[config.mk]
export PLATFORM = sky130hd
export DESIGN_NAME = fiber_req_arbiter_flat
export DESIGN_NICKNAME = d
export VERILOG_FILES = /design/src/rtl/fiber_req_arbiter_if.sv /design/src/rtl/fiber_req_arbiter.sv /design/src/flat_wrapper.sv
export SDC_FILE = /design/constraint.sdc
export NUM_CORES = 1
export LEC_CHECK = 0
export BUFFER_PORTS_ARGS = -buffer_cell sky130_fd_sc_hd__buf_2
export CORE_AREA = 2 2 185 187
export CTS_CLUSTER_DIAMETER = 40
export DETAILED_ROUTE_END_ITERATION = 10
export DIE_AREA = 0 0 187 189
export GPL_ROUTABILITY_DRIVEN = 0
export PLACE_DENSITY = 0.47
export SYNTH_ARGS = -nofsm -noshare
export SYNTH_HDL_FRONTEND = slang
export SYNTH_SLANG_ARGS = --single-unit
[constraint.sdc]
create_clock -name i_clk -period 2.6 [get_ports i_clk]
set_clock_uncertainty 0.2 [all_clocks]
set_input_delay 0.26 -clock i_clk [delete_from_list [all_inputs] [get_ports i_clk]]
set_output_delay 0.26 -clock i_clk [all_outputs]
set_load 0.005 [all_outputs]
[src/rtl/fiber_req_arbiter_if.sv]
// Purpose : PE-side and bank-side request/response bundle for fiber_req_arbiter.
// Latency : wires only; no state.
// Backpressure: carries valid/ready pairs on both sides. The slave modport is
//   the arbiter's view (i_* in, o_* out). The master modport is the view of
//   the surrounding PEs and bank.
// Ports   : pe request (type/addr/data/valid/ready), pe response (data/valid/ready),
//           bank request (type/addr/data/valid/ready), bank response (data/valid/ready).
interface fiber_req_arbiter_if #(
  parameter int NUM_PE     = 4,
  parameter int DATA_WIDTH = 16,
  parameter int ADDR_WIDTH = 64
);
  logic [NUM_PE*4-1:0]          i_pe_request_type;
  logic [NUM_PE*ADDR_WIDTH-1:0] i_pe_addr;
  logic [NUM_PE*DATA_WIDTH-1:0] i_pe_data;
  logic [NUM_PE-1:0]            i_pe_type_valid;
  logic [NUM_PE-1:0]            o_pe_type_ready;
  logic [DATA_WIDTH-1:0]        o_pe_data_o;
  logic [NUM_PE-1:0]            o_pe_data_o_valid;
  logic [NUM_PE-1:0]            i_pe_data_o_ready;
  logic [3:0]                   o_bank_request_type;
  logic [ADDR_WIDTH-1:0]        o_bank_addr;
  logic [DATA_WIDTH-1:0]        o_bank_data;
  logic                         o_bank_type_valid;
  logic                         i_bank_type_ready;
  logic [DATA_WIDTH-1:0]        i_bank_data_o;
  logic                         i_bank_data_o_valid;
  logic                         o_bank_data_o_ready;

  modport slave (
    input  i_pe_request_type, i_pe_addr, i_pe_data, i_pe_type_valid, i_pe_data_o_ready,
    input  i_bank_type_ready, i_bank_data_o, i_bank_data_o_valid,
    output o_pe_type_ready, o_pe_data_o, o_pe_data_o_valid,
    output o_bank_request_type, o_bank_addr, o_bank_data, o_bank_type_valid,
    output o_bank_data_o_ready
  );

  modport master (
    output i_pe_request_type, i_pe_addr, i_pe_data, i_pe_type_valid, i_pe_data_o_ready,
    output i_bank_type_ready, i_bank_data_o, i_bank_data_o_valid,
    input  o_pe_type_ready, o_pe_data_o, o_pe_data_o_valid,
    input  o_bank_request_type, o_bank_addr, o_bank_data, o_bank_type_valid,
    input  o_bank_data_o_ready
  );
endinterface

[src/rtl/fiber_req_arbiter.sv]
// Purpose : round-robin arbiter funnelling NUM_PE requesters into one fiberBank port.
// Latency : grant is combinational in IDLE. The bank request is valid the cycle after
//           accept. A response passes straight through from bank to PE in WAIT_RESP.
// Backpressure: only one transaction is in flight at a time. PE ready is low outside IDLE.
//           The bank request is held until i_bank_type_ready. The bank response is
//           held off by the owning PE's i_pe_data_o_ready.
// Ports   : i_clk, i_reset (sync, active-high); pe_if (slave modport) carries all PE/bank
//           handshakes; o_busy (state != IDLE), o_err (bad type pulse), o_timeout (pulse).
// Config  : define FIBER_ARB_TIMEOUT_EN to abandon WAIT_RESP after TIMEOUT_CYCLES cycles.
//           When it is undefined, the arbiter waits indefinitely and o_timeout is 0.
module fiber_req_arbiter #(
  parameter int NUM_PE         = 4,
  parameter int DATA_WIDTH     = 16,
  parameter int ADDR_WIDTH     = 64,
  parameter int TIMEOUT_CYCLES = 255
) (
  input  logic               i_clk,
  input  logic               i_reset,
  fiber_req_arbiter_if.slave pe_if,
  output logic               o_busy,
  output logic               o_err,
  output logic               o_timeout
);
  localparam int PTR_W = (NUM_PE > 1) ? $clog2(NUM_PE) : 1;
  localparam logic [3:0] T_READ    = 4'b0010;
  localparam logic [3:0] T_CONSUME = 4'b1000;

  if (TIMEOUT_CYCLES < 1) begin : g_bad_timeout
    $error("TIMEOUT_CYCLES must be at least 1");
  end

  typedef enum logic [1:0] {IDLE, ISSUE, WAIT_RESP} state_t;

  state_t                  state_q;
  logic [PTR_W-1:0]        rr_ptr_q;
  logic [PTR_W-1:0]        grant_q;
  logic [3:0]              type_q;
  logic [ADDR_WIDTH-1:0]   addr_q;
  logic [DATA_WIDTH-1:0]   data_q;
  logic                    err_q;

  // Round-robin search starts one past the last grant.
  logic                    gnt_vld;
  logic [PTR_W-1:0]        gnt_idx;
  logic [PTR_W-1:0]        cand;
  always_comb begin
    gnt_vld = 1'b0;
    gnt_idx = '0;
    cand    = '0;
    for (int i = 1; i <= NUM_PE; i++) begin
      cand = PTR_W'((int'(rr_ptr_q) + i) % NUM_PE);
      if (!gnt_vld && pe_if.i_pe_type_valid[cand]) begin
        gnt_vld = 1'b1;
        gnt_idx = cand;
      end
    end
  end

  logic       accept;
  logic [3:0] gnt_type;
  logic       type_ok;
  logic       rsp_hs;
  assign accept   = (state_q == IDLE) && gnt_vld;
  assign gnt_type = pe_if.i_pe_request_type[int'(gnt_idx)*4 +: 4];
  assign type_ok  = (gnt_type != 4'b0000) && ((gnt_type & (gnt_type - 4'd1)) == 4'b0000);
  assign rsp_hs   = (state_q == WAIT_RESP) && pe_if.i_bank_data_o_valid
                    && pe_if.i_pe_data_o_ready[grant_q];

  always_comb begin
    pe_if.o_pe_type_ready = '0;
    if (accept) pe_if.o_pe_type_ready[gnt_idx] = 1'b1;
  end

  // Response path is a pure pass-through steered to the owning PE.
  always_comb begin
    pe_if.o_pe_data_o         = '0;
    pe_if.o_pe_data_o_valid   = '0;
    pe_if.o_bank_data_o_ready = 1'b0;
    if (state_q == WAIT_RESP) begin
      pe_if.o_pe_data_o                = pe_if.i_bank_data_o;
      pe_if.o_pe_data_o_valid[grant_q] = pe_if.i_bank_data_o_valid;
      pe_if.o_bank_data_o_ready        = pe_if.i_pe_data_o_ready[grant_q];
    end
  end

  assign pe_if.o_bank_request_type = type_q;
  assign pe_if.o_bank_addr         = addr_q;
  assign pe_if.o_bank_data         = data_q;
  assign pe_if.o_bank_type_valid   = (state_q == ISSUE);
  assign o_busy                    = (state_q != IDLE);
  assign o_err                     = err_q;

`ifdef FIBER_ARB_TIMEOUT_EN
  localparam int CNT_W = $clog2(TIMEOUT_CYCLES + 1);
  logic [CNT_W-1:0] to_cnt_q;
  logic             timeout_q;
  assign o_timeout = timeout_q;
`else
  assign o_timeout = 1'b0;
`endif

  always_ff @(posedge i_clk) begin
    if (i_reset) begin
      state_q  <= IDLE;
      rr_ptr_q <= PTR_W'(NUM_PE - 1);
      grant_q  <= '0;
      type_q   <= '0;
      addr_q   <= '0;
      data_q   <= '0;
      err_q    <= 1'b0;
`ifdef FIBER_ARB_TIMEOUT_EN
      to_cnt_q  <= '0;
      timeout_q <= 1'b0;
`endif
    end else begin
      err_q <= 1'b0;
`ifdef FIBER_ARB_TIMEOUT_EN
      timeout_q <= 1'b0;
`endif
      case (state_q)
        IDLE: begin
          if (accept) begin
            type_q   <= gnt_type;
            addr_q   <= pe_if.i_pe_addr[int'(gnt_idx)*ADDR_WIDTH +: ADDR_WIDTH];
            data_q   <= pe_if.i_pe_data[int'(gnt_idx)*DATA_WIDTH +: DATA_WIDTH];
            grant_q  <= gnt_idx;
            rr_ptr_q <= gnt_idx;
            // A malformed type is consumed but never reaches the bank.
            if (type_ok) state_q <= ISSUE;
            else         err_q   <= 1'b1;
          end
        end
        ISSUE: begin
          if (pe_if.i_bank_type_ready) begin
            if (type_q == T_READ || type_q == T_CONSUME) begin
              state_q <= WAIT_RESP;
`ifdef FIBER_ARB_TIMEOUT_EN
              to_cnt_q <= '0;
`endif
            end else begin
              state_q <= IDLE;
            end
          end
        end
        WAIT_RESP: begin
          if (rsp_hs) begin
            state_q <= IDLE;
          end
`ifdef FIBER_ARB_TIMEOUT_EN
          else if (to_cnt_q == CNT_W'(TIMEOUT_CYCLES - 1)) begin
            timeout_q <= 1'b1;
            state_q   <= IDLE;
          end else begin
            to_cnt_q <= to_cnt_q + 1'b1;
          end
`endif
        end
        default: state_q <= IDLE;
      endcase
    end
  end
endmodule

[src/flat_wrapper.sv]
// flat-port wrapper written by rule: the top's interface ports become plain ports
module fiber_req_arbiter_flat 
#(
  parameter int NUM_PE         = 4,
  parameter int DATA_WIDTH     = 16,
  parameter int ADDR_WIDTH     = 64,
  parameter int TIMEOUT_CYCLES = 255
)
  (i_clk, i_reset, o_busy, o_err, o_timeout, pe_if_i_pe_request_type, pe_if_i_pe_addr, pe_if_i_pe_data, pe_if_i_pe_type_valid, pe_if_i_pe_data_o_ready, pe_if_i_bank_type_ready, pe_if_i_bank_data_o, pe_if_i_bank_data_o_valid, pe_if_o_pe_type_ready, pe_if_o_pe_data_o, pe_if_o_pe_data_o_valid, pe_if_o_bank_request_type, pe_if_o_bank_addr, pe_if_o_bank_data, pe_if_o_bank_type_valid, pe_if_o_bank_data_o_ready);
  fiber_req_arbiter_if #(.NUM_PE(NUM_PE), .DATA_WIDTH(DATA_WIDTH), .ADDR_WIDTH(ADDR_WIDTH)) pe_if_i ();
  input  logic i_clk;
  input  logic i_reset;
  output logic o_busy;
  output logic o_err;
  output logic o_timeout;
  input wire logic [$bits(pe_if_i.i_pe_request_type)-1:0] pe_if_i_pe_request_type;
  input wire logic [$bits(pe_if_i.i_pe_addr)-1:0] pe_if_i_pe_addr;
  input wire logic [$bits(pe_if_i.i_pe_data)-1:0] pe_if_i_pe_data;
  input wire logic [$bits(pe_if_i.i_pe_type_valid)-1:0] pe_if_i_pe_type_valid;
  input wire logic [$bits(pe_if_i.i_pe_data_o_ready)-1:0] pe_if_i_pe_data_o_ready;
  input wire logic [$bits(pe_if_i.i_bank_type_ready)-1:0] pe_if_i_bank_type_ready;
  input wire logic [$bits(pe_if_i.i_bank_data_o)-1:0] pe_if_i_bank_data_o;
  input wire logic [$bits(pe_if_i.i_bank_data_o_valid)-1:0] pe_if_i_bank_data_o_valid;
  output wire logic [$bits(pe_if_i.o_pe_type_ready)-1:0] pe_if_o_pe_type_ready;
  output wire logic [$bits(pe_if_i.o_pe_data_o)-1:0] pe_if_o_pe_data_o;
  output wire logic [$bits(pe_if_i.o_pe_data_o_valid)-1:0] pe_if_o_pe_data_o_valid;
  output wire logic [$bits(pe_if_i.o_bank_request_type)-1:0] pe_if_o_bank_request_type;
  output wire logic [$bits(pe_if_i.o_bank_addr)-1:0] pe_if_o_bank_addr;
  output wire logic [$bits(pe_if_i.o_bank_data)-1:0] pe_if_o_bank_data;
  output wire logic [$bits(pe_if_i.o_bank_type_valid)-1:0] pe_if_o_bank_type_valid;
  output wire logic [$bits(pe_if_i.o_bank_data_o_ready)-1:0] pe_if_o_bank_data_o_ready;
  assign pe_if_i.i_pe_request_type = pe_if_i_pe_request_type;
  assign pe_if_i.i_pe_addr = pe_if_i_pe_addr;
  assign pe_if_i.i_pe_data = pe_if_i_pe_data;
  assign pe_if_i.i_pe_type_valid = pe_if_i_pe_type_valid;
  assign pe_if_i.i_pe_data_o_ready = pe_if_i_pe_data_o_ready;
  assign pe_if_i.i_bank_type_ready = pe_if_i_bank_type_ready;
  assign pe_if_i.i_bank_data_o = pe_if_i_bank_data_o;
  assign pe_if_i.i_bank_data_o_valid = pe_if_i_bank_data_o_valid;
  assign pe_if_o_pe_type_ready = pe_if_i.o_pe_type_ready;
  assign pe_if_o_pe_data_o = pe_if_i.o_pe_data_o;
  assign pe_if_o_pe_data_o_valid = pe_if_i.o_pe_data_o_valid;
  assign pe_if_o_bank_request_type = pe_if_i.o_bank_request_type;
  assign pe_if_o_bank_addr = pe_if_i.o_bank_addr;
  assign pe_if_o_bank_data = pe_if_i.o_bank_data;
  assign pe_if_o_bank_type_valid = pe_if_i.o_bank_type_valid;
  assign pe_if_o_bank_data_o_ready = pe_if_i.o_bank_data_o_ready;
  fiber_req_arbiter #(.NUM_PE(NUM_PE), .DATA_WIDTH(DATA_WIDTH), .ADDR_WIDTH(ADDR_WIDTH), .TIMEOUT_CYCLES(TIMEOUT_CYCLES)) u_core (.i_clk(i_clk), .i_reset(i_reset), .pe_if(pe_if_i), .o_busy(o_busy), .o_err(o_err), .o_timeout(o_timeout));
endmodule
==> Word level (Yosys, flattened, before mapping) <==
Index checks and enable logic that the tools add are counted.
{ "word_totals": {"ff_bits": 91, "inputBits": 364, "output_inout_bits": 113, "word_cells": 88} }
{ "op_classes": {"addsub": 5, "magnitude_cmp": 8, "n_eq_ne": 8, "n_shift": 3, "muxes": 33, "bitwise": 4, "n_reduce_logical": 20} }
{ "ops": {"columns": ["op", "n"], "rows": [
  ["$shiftx A256 B9 Y64", 1],
  ["$shiftx A64 B7 Y16", 1],
  ["$lt A2 B3 Y1 const B", 6],
  ["$mux W2", 9],
  ["$mux W16", 1],
  ["$shiftx A16 B5 Y4", 1],
  ["$mux W1", 13],
  ["$bmux W1 S2", 5],
  ["$logic_and A1 B1 Y1", 9],
  ["$and A4 B4 Y4", 2],
  ["$mux W4", 2],
  ["$ne A2 B1 Y1 const B", 3],
  ["$pmux W2 S3", 1],
  ["$add A2 B1 Y2 const B", 2],
  ["$add A2 B2 Y2 const B", 2],
  ["$demux W1 S2", 2],
  ["$eq A4 B2 Y1 const B", 1],
  ["$eq A4 B4 Y1 const B", 1],
  ["$ge A2 B1 Y1 const B", 2],
  ["$logic_not A4 Y1", 1],
  ["$reduce_and A4 Y1", 1],
  ["$reduce_bool A4 Y1", 1],
  ["$sub A4 B1 Y4 const B", 1],
  ["$logic_not A1 Y1", 3],
  ["9 further kinds", 10]
]} }

==> Longest topological paths before layout <==
{ "logic_depth": {"depth_word": 21, "mapped_depth": 9, "ltp_nobuf": 7} }

==> Worst setup path before layout <==
OpenSTA, ideal clock, no wires.
{ "synth_timing": {"kind": "reg2reg", "startpoint": "register u_core.rr_ptr_q[1]", "endpoint": "register u_core.state_q[0]", "setup_ns": 0.117, "arrival_time_ns": 1.792, "required_time_ns": 2.283, "setup_slack_ns": 0.491, "path_stages_with_launch": 9, "n_path_buf": 1, "synth_period_minus_slack_ns": 2.109, "path_cell_list": "dfxtp_1 mux2i_1 a2bb2oi_2 and2_4 buf_6 a32o_1 nand4b_1 o211ai_2 a22o_1"} }
{ "synth_via": {"elab_chain_cells": 20, "elab_cells_between_ends": 36, "classes_between": "add/sub (5); eq/ne (2); shift (1); mux (16); bitwise (1); reduce/logical (11)"} }
{ "synth_lines": {"columns": ["item", "line_no", "text"], "rows": [
  ["start: declaration", "fiber_req_arbiter.sv:35", "logic [PTR_W-1:0] rr_ptr_q;"],
  ["start signal: assignment", "fiber_req_arbiter.sv:105", "rr_ptr_q <= PTR_W'(NUM_PE - 1);"],
  ["start signal: assignment", "fiber_req_arbiter.sv:127", "rr_ptr_q <= gnt_idx;"],
  ["$add A2 B1 Y2", "fiber_req_arbiter.sv:51", "cand = PTR_W'((int'(rr_ptr_q) + i) % NUM_PE);"],
  ["$bmux W1 S2", "fiber_req_arbiter.sv:52", "if (!gnt_vld && pe_if.i_pe_type_valid[cand]) begin"],
  ["$mux W1 (not written as such)", "fiber_req_arbiter.sv:52", null],
  ["$mux W1", "fiber_req_arbiter.sv:52", null],
  ["$logic_not A1 Y1", "fiber_req_arbiter.sv:52", null],
  ["$logic_and A1 B1 Y1", "fiber_req_arbiter.sv:52", null],
  ["$mux W1", "fiber_req_arbiter.sv:52", null],
  ["$logic_not A1 Y1", "fiber_req_arbiter.sv:52", null],
  ["[... 4 more ...]", null, null],
  ["$mux W2", "fiber_req_arbiter.sv:52", null],
  ["$shiftx A16 B5 Y4", "fiber_req_arbiter.sv:64", "assign gnt_type = pe_if.i_pe_request_type[int'(gnt_idx)*4 +: 4];"],
  ["$sub A4 B1 Y4", "fiber_req_arbiter.sv:65", "assign type_ok = (gnt_type != 4'b0000) && ((gnt_type & (gnt_type - 4'd1)) == 4'b0000);"],
  ["$and A4 B4 Y4", "fiber_req_arbiter.sv:65", null],
  ["$logic_not A4 Y1", "fiber_req_arbiter.sv:65", null],
  ["$logic_and A1 B1 Y1", "fiber_req_arbiter.sv:65", null],
  ["$ne A2 B1 Y1 (no line)", null, null],
  ["$reduce_and A4 Y1 (no line) *", null, null],
  ["end signal: assignment", "fiber_req_arbiter.sv:104", "state_q <= IDLE;"],
  ["end signal: assignment", "fiber_req_arbiter.sv:129", "if (type_ok) state_q <= ISSUE;"],
  ["end signal: assignment", "fiber_req_arbiter.sv:136", "state_q <= WAIT_RESP;"],
  ["end: declaration", "fiber_req_arbiter.sv:34", "state_t state_q;"]
]} }
Every way passes the cells marked *; elsewhere a longest branch is shown, timed or not. The select of a mux whose other input is x is not followed.
A chain may end at the register's enable or synchronous reset.

==> Worst setup path after layout <==
{ "layout_timing": {"startpoint": "register u_core.rr_ptr_q[0]", "endpoint": "output pe_if_o_pe_type_ready[0]"} }
{ "layout_via": {"elab_chain_cells": 18, "elab_cells_between_ends": 33, "classes_between": "add/sub (4); order compare (2); mux (19); reduce/logical (8)"} }
{ "layout_lines": {"columns": ["item", "line_no", "text"], "rows": [
  ["$add A2 B1 Y2", "fiber_req_arbiter.sv:51", null],
  ["$bmux W1 S2", "fiber_req_arbiter.sv:52", null],
  ["$mux W1 (not written as such)", "fiber_req_arbiter.sv:52", null],
  ["$mux W1", "fiber_req_arbiter.sv:52", null],
  ["$logic_not A1 Y1", "fiber_req_arbiter.sv:52", null],
  ["$logic_and A1 B1 Y1", "fiber_req_arbiter.sv:52", null],
  ["$mux W1", "fiber_req_arbiter.sv:52", null],
  ["$logic_not A1 Y1", "fiber_req_arbiter.sv:52", null],
  ["[... 2 more ...]", null, null],
  ["$logic_not A1 Y1", "fiber_req_arbiter.sv:52", null],
  ["$logic_and A1 B1 Y1", "fiber_req_arbiter.sv:52", null],
  ["$mux W2", "fiber_req_arbiter.sv:52", null],
  ["$lt A2 B3 Y1 (not written as such) / $ge A2 B1 Y1 (equally long branches)", "fiber_req_arbiter.sv:71", "if (accept) pe_if.o_pe_type_ready[gnt_idx] = 1'b1;"],
  ["$logic_and A1 B1 Y1 (not written as such)", "fiber_req_arbiter.sv:71", null],
  ["$mux W1 (not written as such)", "fiber_req_arbiter.sv:71", null],
  ["$demux W1 S2", null, null],
  ["$mux W4 *", "fiber_req_arbiter.sv:71", null],
  ["end: declaration", "flat_wrapper.sv:24", "output wire logic [$bits(pe_if_i.o_pe_type_ready)-1:0] pe_if_o_pe_type_ready;"]
]} }
Marks and branches as above.

==> flow_summary_export.csv <==
group,metric,value,unit
clock_tree,clk_pin_slew,0.07,ns
drt,ant_nets,0,
global_route,grt_max_degree,81,
yosys,synth-seq-area-share,0.317,
final_layout,area_delta_synth_final,65.6,%
die,die_h,189,µm
yosys,avgSynthCellArea,6.59,µm²
pwr,leakage,0.00485,µW
sta,final_hold_viol_count,0,
sta,drv_slew,0,
clock_tree,cts.htree.levels,3,
place,port_buffers,475,
die,die_area,35300,µm²
yosys,syn_area,5760,µm²
worst_setup_path,crit_path_end_kind,"output port",
min_path,hold_class,"input pin to flip-flop",
sta,slew_headroom,0.622,
final_layout,drive_gt1_frac,0.396,
yosys,post-synth-top-area-fraction,0.317,
global_route,antenna_found_initial,6,
sta,period_share,0.940,
yosys,synth_nets,1238,
sta,tightestPinTransition,0.566,ns
worst_setup_path,cp.required,2.14,ns
flow_run,cap_violations,0,
sta,rsz0062_at_grt,"false",
sta,clock.fmax,0.409,GHz
worst_setup_path,critPathKind,"flip-flop to output port",
yosys,ys_top_cells_by_area,"dfxtp_1 32%, nand2_1 19%, a21oi_1 11%",
die,die_x,187,µm
drt,dr.pass1.iters,5,
yosys,synth_cell_types,42,
pwr,power.total,8640,µW
global_route,grt-ovfl-total,0,
final_layout,fin_util,0.286,
outcome,status,"completed",
drt,drt_iter0_drc,329,
drt,wl_per_cell,16.3,µm
global_route,grt_usage,0.159,
drt,wirelength,29600,µm
sta,finalCriticalPeriod,2.44,ns
die,start_util,0.173,
die,num_rows,67,
pwr,max-vdd-ir-drop,0.451,mV
worst_setup_path,r2r-start,"u_core.rr_ptr_q[1]",
final_layout,instances_no_fill,1817,
worst_setup_path,crit_arrival,1.98,ns
global_route,grt_pass1_vias,7900,
clock_tree,clock_latency,0.34,ns
sta,finalSetupViolCount,0,
min_path,min_from,"pe_if_i_pe_addr[29]",
yosys,ys_seq_elements,91,
place,dp_hpwl,22300,µm
yosys,async_flop_share,0,
drt,vias,8103,
global_route,grt_pass1_wl,44000,µm
clock_tree,cts-root-buf,"clkbuf_16",
clock_tree,cts_buffer_depth,2,
clock_tree,cts_buffers,9,
final_layout,layout.nets,1724,
clock_tree,cts_tree,"built",
yosys,synthCells,874,
yosys,synth_flop_cell,"dfxtp_1",
die,io-pin-count,477,
sta,setup_tns,0,ns
yosys,synth_edf_count,0,
place,dp_cells,1748,
worst_setup_path,r2r_slack,0.31,ns
yosys,yosys.area.top_type,"dfxtp_1",
drt,drc,0,
pwr,power.density,907,nW/µm²
die,coreArea,33300,µm²
clock_tree,clkSinkCount,91,
worst_setup_path,cp_max_fo,40,
yosys,yosys_warnings,0,
worst_setup_path,start_kind,"flip-flop",
worst_setup_path,crit_start,"u_core.rr_ptr_q[0]",
drt,via_per_inst,4.46,
through the flow:
stage / cell area [µm²] / hold WS [ns] / setup slack (ns)
after floorplan: 5760 / 0.214 / 0.491
after global placement: 8690 / 0.241 / 0.0741
after detailed placement: 8690 / 0.244 / 0.0673
after CTS: 9480 / 0.000576 / 0.0303
after global routing: 9530 / 0.00924 / 0.00461
final: 9530 / 0.0142 / 0.157
critical path, stage by stage (launching register included):
cell and delay, ns:
dfxtp_1 0.36, and2b_1 0.27, a21o_1 0.30, nor2_4 0.09
buf_12 0.17, nor3_1 0.25, buf_2 0.16
cells in the final DEF (no fill, tap or decap), types with 2 or more instances in the layout:
cell type	instances
or2_2	2
o21ai_1	2
nor2_4	2
nor3_1	5
clkbuf_16	10
nand3_1	122
a32oi_1	4
nand2_2	2
buf_12	10
dfxtp_1	90
nand2_1	285
buf_2	474
buf_4	20
a21oi_1	129
and2_1	17
nand4b_1	2
nor2b_1	3
dlygate4sd3_1	44
a21oi_4	2
o22ai_1	41
a32o_1	4
o21ai_0	6
diode_2	4
nor2_1	17
clkbuf_8	2
mux2i_1	42
nor2_2	2
cell usage after synthesis, types with 2 or more instances:
| cell | instances |
|---|---|
| buf_6 | 2 |
| nor2b_1 | 3 |
| buf_4 | 3 |
| a21o_1 | 2 |
| nand2_1 | 287 |
| nor2_1 | 19 |
| and2_1 | 17 |
| o21ai_0 | 6 |
| nor3_1 | 5 |
| buf_2 | 28 |
| a32oi_1 | 4 |
| a32o_1 | 4 |
| mux2i_1 | 42 |
| a21oi_1 | 130 |
| nand3_1 | 122 |
| clkbuf_1 | 41 |
| nand4b_1 | 2 |
| o22ai_1 | 41 |
| dfxtp_1 | 91 |
| o21ai_1 | 2 |
| or2_2 | 2 |
cell type report:
| class | count | area (µm²) |
|---|---|---|
| clock inverters | 5 | 60.1 |
| flip-flops and latches | 91 | 1820 |
| clock buffers | 11 | 253 |
| diodes | 4 | 10.0 |
| fillers | 3763 | 23800 |
| inverters | 1 | 3.75 |
| repair buffers | 549 | 3190 |
| well taps | 448 | 561 |
| multi-input cells | 708 | 3630 |
repair_timing:
action	in CTS	in global routing
cloned	0	1
setup buffers	3	1
pin swaps	1	1
resized for setup	5	3
hold buffers	44	0
endpoints found under the setup margin	3	5
hold endpoints to repair	28	0
report_power, final:
part           total [µW]  internal (µW)  switching, µW
Clock                1420            804            619
Sequential           2310           1990            325
Combinational        4910           2030           2880
worst paths after layout:
check | to | depth (start not counted)
min reg2reg | u_core.pe_if.o_bank_addr[0] | 2
min | u_core.pe_if.o_bank_addr[29] | 3
max reg2reg | u_core.pe_if.o_bank_addr[34] | 7
max | pe_if_o_pe_type_ready[0] | 6
flip-flops by register name, summed over array words and instances, names as in the netlist:
signal and cells:
u_core.state_q 2, u_core.o_err 1, u_core.pe_if.o_bank_request_type 4, u_core.pe_if.o_bank_data 16
u_core.grant_q 2, u_core.pe_if.o_bank_addr 64, u_core.rr_ptr_q 2
routing by layer:
metal	wire, µm	vias up	track usage
li1	-	3970	-
met1	12100	3767	0.188
met2	14700	321	0.279
met3	1880	43	0.0328
met4	886	2	0.0659
met5	11	-	0
kinds of logic after synthesis:
| kind of cell | after synthesis | synth area share |
|---|---|---|
| AO/OA/AOI/OAI | 197 | 0.196 |
| multiplexers | 43 | 0.0770 |
| AND/OR/NAND/NOR | 465 | 0.348 |
| other | 1 | 0.000652 |
| buffers and inverters | 75 | 0.0596 |
| XOR/XNOR | 2 | 0.00304 |
| flip-flops | 91 | 0.317 |
(Power assumes the default switching activity.)
